===== src/rtl/output_port_allocator.sv =====
// Switch allocator for a 5-port wormhole router (N=4, E=3, W=2, S=1, L=0).
// Every output port does its own round-robin arbitration among packet heads.
// After a multi-flit head wins, the output stays locked to that input until
// the tail flit passes. A flit moves only when downstream credit is available.
// Grants are combinational, so a flit is forwarded in the cycle it is granted.
// Lock, owner, round-robin pointer and error flag are registered.
//
// Per-output lock FSM:
//   state     | meaning
//   ----------+---------------------------------------------------------
//   ST_IDLE   | no packet in flight; heads compete round-robin from ptr
//   ST_LOCKED | owner's packet in flight; only owner's body/tail served

module output_port_allocator #(
    parameter int NUM_PORTS = 5,
    parameter int RR_RESET  = 0
) (
    input  logic                           clk,
    input  logic                           rst,
    input  logic [NUM_PORTS-1:0]           req_valid_i,
    input  logic [NUM_PORTS-1:0]           req_head_i,
    input  logic [NUM_PORTS-1:0]           req_tail_i,
    input  logic [NUM_PORTS*NUM_PORTS-1:0] req_dir_i,
    input  logic [NUM_PORTS-1:0]           credit_avail_i,
    output logic [NUM_PORTS*NUM_PORTS-1:0] grant_o,
    output logic [NUM_PORTS-1:0]           send_o,
    output logic [NUM_PORTS-1:0]           out_valid_o,
    output logic [NUM_PORTS-1:0]           locked_o,
    output logic                           err_o
);

    localparam int NP = NUM_PORTS;

    typedef enum logic {
        ST_IDLE   = 1'b0,
        ST_LOCKED = 1'b1
    } lock_e;

    lock_e        r_lock      [NP];
    logic [2:0]   r_owner     [NP];
    logic [2:0]   r_ptr       [NP];
    logic         r_err;

    lock_e        w_lock_nxt  [NP];
    logic [2:0]   w_owner_nxt [NP];
    logic [2:0]   w_ptr_nxt   [NP];
    logic         w_err_nxt;

    logic [NP-1:0] w_legal;
    logic [NP-1:0] w_tgt      [NP];
    logic [NP-1:0] w_cand     [NP];
    logic [3:0]    w_pick     [NP];
    logic [NP-1:0] w_gsel     [NP];
    logic [NP-1:0] w_out_valid;
    logic [NP-1:0] w_send;
    logic [NP-1:0] w_locked;

    // Modulo-NP increment of an input index.
    function automatic logic [2:0] rr_next(input logic [2:0] idx);
        logic [2:0] res;
        if (idx == 3'(NP - 1)) begin
            res = 3'd0;
        end else begin
            res = idx + 3'd1;
        end
        return res;
    endfunction

    // First candidate at or after ptr, wrapping; result is {found, index}.
    function automatic logic [3:0] rr_pick(input logic [NP-1:0] cand,
                                           input logic [2:0]    ptr);
        logic [3:0] res;
        logic [2:0] idx;
        res = 4'd0;
        idx = ptr;
        for (int k = 0; k < NP; k++) begin
            if (!res[3] && cand[idx]) begin
                res = {1'b1, idx};
            end
            idx = rr_next(idx);
        end
        return res;
    endfunction

    // Request legality, per-output target masks and round-robin winners among heads.
    always_comb begin
        w_legal = '0;
        for (int o = 0; o < NP; o++) begin
            w_tgt[o]  = '0;
            w_cand[o] = '0;
            w_pick[o] = '0;
        end
        for (int i = 0; i < NP; i++) begin
            // A U-turn (dir bit equal to the input's own index) is never legal.
            w_legal[i] = req_valid_i[i]
                       && $onehot(req_dir_i[i*NP +: NP])
                       && !req_dir_i[i*NP + i];
        end
        for (int o = 0; o < NP; o++) begin
            for (int i = 0; i < NP; i++) begin
                w_tgt[o][i] = w_legal[i] && req_dir_i[i*NP + o];
            end
            w_cand[o] = w_tgt[o] & req_head_i;
            w_pick[o] = rr_pick(w_cand[o], r_ptr[o]);
        end
    end

    // Per-output grant decision, next lock/owner/pointer state and error detection.
    always_comb begin
        w_out_valid = '0;
        w_err_nxt   = |(req_valid_i & ~w_legal);
        for (int o = 0; o < NP; o++) begin
            w_gsel[o]      = '0;
            w_lock_nxt[o]  = r_lock[o];
            w_owner_nxt[o] = r_owner[o];
            w_ptr_nxt[o]   = r_ptr[o];
        end
        for (int o = 0; o < NP; o++) begin
            if (r_lock[o] == ST_IDLE) begin
                // Body or tail flits cannot start a packet.
                if (|(w_tgt[o] & ~req_head_i)) begin
                    w_err_nxt = 1'b1;
                end
                if (w_pick[o][3] && credit_avail_i[o]) begin
                    w_gsel[o]      = {{(NP-1){1'b0}}, 1'b1} << w_pick[o][2:0];
                    w_out_valid[o] = 1'b1;
                    w_ptr_nxt[o]   = rr_next(w_pick[o][2:0]);
                    if (!req_tail_i[w_pick[o][2:0]]) begin
                        w_lock_nxt[o]  = ST_LOCKED;
                        w_owner_nxt[o] = w_pick[o][2:0];
                    end
                end
            end else begin
                // Other inputs aimed here simply wait. An owner that stays silent stalls the packet.
                if (w_legal[r_owner[o]]) begin
                    if (w_tgt[o][r_owner[o]] && !req_head_i[r_owner[o]]) begin
                        if (credit_avail_i[o]) begin
                            w_gsel[o]      = {{(NP-1){1'b0}}, 1'b1} << r_owner[o];
                            w_out_valid[o] = 1'b1;
                            if (req_tail_i[r_owner[o]]) begin
                                w_lock_nxt[o] = ST_IDLE;
                            end
                        end
                    end else begin
                        w_err_nxt = 1'b1;
                    end
                end
            end
        end
        if (rst) begin
            w_out_valid = '0;
            for (int o = 0; o < NP; o++) begin
                w_gsel[o] = '0;
            end
        end
    end

    // Pack the crossbar selects, OR the grants per input into the dequeue strobe, and expose the lock bits.
    always_comb begin
        grant_o  = '0;
        w_send   = '0;
        w_locked = '0;
        for (int o = 0; o < NP; o++) begin
            grant_o[o*NP +: NP] = w_gsel[o];
            w_send              = w_send | w_gsel[o];
            w_locked[o]         = (r_lock[o] == ST_LOCKED);
        end
    end

    assign send_o      = w_send;
    assign out_valid_o = w_out_valid;
    assign locked_o    = w_locked;
    assign err_o       = r_err;

    // State register. A synchronous reset drops every lock at once; flushing flits is left to the buffers.
    always_ff @(posedge clk) begin
        if (rst) begin
            for (int o = 0; o < NP; o++) begin
                r_lock[o]  <= ST_IDLE;
                r_owner[o] <= 3'd0;
                r_ptr[o]   <= 3'(RR_RESET);
            end
            r_err <= 1'b0;
        end else begin
            for (int o = 0; o < NP; o++) begin
                r_lock[o]  <= w_lock_nxt[o];
                r_owner[o] <= w_owner_nxt[o];
                r_ptr[o]   <= w_ptr_nxt[o];
            end
            r_err <= w_err_nxt;
        end
    end

endmodule


===== config.mk =====
export PLATFORM = sky130hd
export DESIGN_NAME = output_port_allocator
export DESIGN_NICKNAME = d
export VERILOG_FILES = /design/src/rtl/output_port_allocator.sv
export SDC_FILE = /design/constraint.sdc
export NUM_CORES = 1
export LEC_CHECK = 0
export BUFFER_PORTS_ARGS = -buffer_cell sky130_fd_sc_hd__buf_4
export CAP_MARGIN = 25
export CORE_MARGIN = 2
export CORE_UTILIZATION = 36
export DETAILED_ROUTE_END_ITERATION = 8
export PLACE_DENSITY_LB_ADDON = 0.15
export REMOVE_ABC_BUFFERS = 1
export SETUP_SLACK_MARGIN = 0.05
export SLEW_MARGIN = 20
export SYNTH_ARGS = -nofsm -noshare
export SYNTH_HDL_FRONTEND = slang
export SYNTH_SLANG_ARGS = --single-unit

===== constraint.sdc =====
create_clock -name clk -period 7.25 [get_ports clk]
set_clock_uncertainty 0.1 [all_clocks]
set_input_delay 0.725 -clock clk [delete_from_list [all_inputs] [get_ports clk]]
set_output_delay 0.725 -clock clk [all_outputs]
set_load 0.005 [all_outputs]

==> results.cfg <==
[outcome]
status = completed

[route]
wl_per_cell_um = 21.0
postRouteAntennaNets = 0
drc = 0
dr.pass1.iters = 5
num_vias = 9423
vias_per_cell = 6.18
drt-initial-drc-count = 876
drt-total-wl_um = 32000

[clock_network]
insertion_delay_ps = 300
cts_sinks = 36
clk_pin_slew_ps = 60
cts.htree.levels = 2
clockBufferDepth = 2
tritoncts = built
cts_root_buffer = clkbuf_16
cts_hold_buf = 0
cts_buffers = 5

[die]
fp-row-count = 55
initial_core_util_pct = 36.4
core_sq_um = 22500
die_width_um = 155
ios = 88
die_h_um = 155
dieArea_sq_um = 24000

[synth]
synth-async-reset-ratio_pct = 0
synth_edf_count = 0
synth_top_area_cell = ha_1
synth_cells = 1166
syn-cell-area_sq_um = 8200
synth.top_cell.area_share_pct = 9.47
synth.distinct_cells = 101
seq_area_frac_synth_pct = 8.79
dominantRegCellSynth = dfxtp_1
syn_area_per_cell_sq_um = 7.03
yosysWarnings = 0
synthTopCellsByArea = ha_1, dfxtp_1, mux2i_1
ys_seq_elements = 36

[place]
place_ws_ps = 388
hpwl_um = 25500
placed_cell_area_sq_um = 9230
portBuffers = 86
place_congestion = 0.956

[worst_setup_path]
start_kind = primary input
critPathCaptureType = output pin
worstSetupPathType = in -> out
arrival_ps = 6100
required_ps = 6420
worstPathMaxFanout = 8

[pwr]
switching_share_pct = 51.8
power_density_nw_per_um2 = 206
p_int_uw = 933
total_leakage_power_uw = 0.00387
pwr-share-clk_pct = 12.5
p_switching_uw = 1000
seqPwrFrac_pct = 13.5
pwr-share-comb_pct = 74.0
vdd_drop_max_uv = 166

[sta]
finalCritPeriodShare_pct = 95.6
setup_viol = 0
hold_viol = 0
timing.hold.ws_ps = 452
max_freq_mhz = 144
rsz0062_at_grt = false
slew_viol_final = 0
fin_setup_tns_ps = 0
period_needed_ps = 6930
worst_slew_pin_slew_ps = 739
fin_ws_ps = 322
slew_headroom_pct = 50.7

[layout]
diodes = 0
finish.instance_area_sq_um = 9390
nNetsFinal = 1357
syn2layout_area_growth_pct = 14.6
drive_above_1_share_pct = 15.6
nFillCells = 2394

[global_route]
grt_pass1_vias = 8863
grt_pass1_wl_um = 49700
grt_max_degree = 60
grt_overflow = 0
antenna_found_initial = 1
track_usage_pct = 26.2

[run]
max-cap-violations = 0

[hold_path]
hp-class = reg -> reg
## metal layers
layer | routed length (um) | GRT usage [%] | up-vias | share of wire, %
li1 | - | - | 4552 | -
met1 | 14800 | 37.6 | 4418 | 46
met2 | 13500 | 39.4 | 389 | 42
met3 | 2470 | 3.93 | 64 | 7.7
met4 | 1200 | 9.96 | 0 | 3.7
met5 | 0 | 0 | - | 0
## critical path: stages
cell	delay, ps
buf_4	140
inv_2	60
fa_1	500
fa_1	390
inv_1	70
ha_1	240
or4b_1	690
nor3_2	470
nor4_1	150
a211o_1	300
or4_1	480
a32o_1	290
a31oi_2	250
inv_2	90
ha_1	200
ha_1	180
a21oi_1	130
nor2_1	60
or4_1	550
buf_4	150
## logic make-up (layout without fill, tap and decap cells)
group / Yosys count / after routing / synth area share, %
DFF: 36 / 36 / 8.79
xor gates and xnor gates: 1 / 1 / 0.107
muxes: 55 / 55 / 8.40
AOI/OAI and AO/OA: 344 / 344 / 30.2
other: 2 / 2 / 0.0916
buffers and inverters: 177 / 250 / 8.43
adders and majority gates: 72 / 72 / 11.9
and+or+nand+nor: 479 / 479 / 32.1
## metrics by stage
stage / power (uW) / cells / util [%]
floorplan: 1250 / 1108 / -
global placement: 1680 / 1516 / 41.0
detailed placement: 1670 / 1516 / 41.0
CTS: 1920 / 1524 / 41.7
global route: 2100 / 1524 / 41.7
finish: 1940 / 1524 / 41.7
## repair_timing
item	CTS	global route
gates resized for setup	0	3
setup endpoints to repair	0	1
buffers inserted	0	0
endpoints found under the hold margin	0	0
## power groups by stage
stage	registers [uW]	clock network [uW]	logic, uW
6_report	261	243	1430
5_1_grt	264	254	1580
4_1_cts	260	250	1410
3_5_place_dp	264	0	1400
3_3_place_gp	264	0	1420
2_1_floorplan	264	0	985
## Yosys cell counts (6+ instances only)
cell and count:
or3b_1 6, nand2b_1 11, and3_1 16, dfxtp_1 36, nor4_1 18, o31ai_1 12
inv_1 98, mux4_2 10, mux2i_1 38, nor2b_1 15, nand3_1 52, o22ai_1 10
fa_1 10, nor4b_1 7, ha_1 62, inv_2 20, nor2_1 95, or3_1 12
o211ai_1 11, and2_1 13, nand4_1 15, a21o_1 14, a211oi_1 19, a22o_1 6
a21oi_1 73, a31oi_1 16, buf_2 6, a32o_1 7, o2111ai_1 7, nor3_1 44
clkbuf_1 46, nand3b_1 14, a211o_1 8, a22oi_1 9, or2_2 7, o21ai_1 14
nor3b_1 10, or4b_1 9, o21a_1 7, or4_1 15, o21ai_0 39, nand2_1 89
## cell type report
cell class | instances | area [sq um] | area share, %
Tap cell | 285 | 357 | 3.80
Multi-Input combinational cell | 953 | 6790 | 72.4
Timing Repair Buffer | 123 | 923 | 9.83
Sequential cell | 36 | 722 | 7.69
Inverter | 119 | 447 | 4.76
Clock buffer | 8 | 146 | 1.56
## placed cells by master, fill, tap and decap left out, types with 16 or more instances in the layout
cell,n
buf_4,123
inv_1,98
nor2_1,95
nand2_1,89
a21oi_1,73
ha_1,62
nand3_1,52
nor3_1,43
o21ai_0,39
mux2i_1,38
dfxtp_1,35
inv_2,20
a211oi_1,19
nor4_1,18
and3_1,16
a31oi_1,16
## final timing paths
| check | startpoint | to | slack, ps | cells after the start |
|---|---|---|---|---|
| setup / recovery | req_dir_i[0] | send_o[3] | 320 | 20 |
| hold / removal | r_owner[0][14] | r_owner[0][14] | 450 | 1 |
| setup reg to reg | r_ptr[0][9] | r_owner[0][9] | 1900 | 18 |
| hold reg to reg | r_owner[0][14] | r_owner[0][14] | 450 | 1 |
## flip-flops by register name, indices dropped and copies added (netlist names)
signal   flops
r_ptr       15
r_lock       5
r_owner     15
err_o        1
Note: power is estimated with default switching activity, not from simulation.
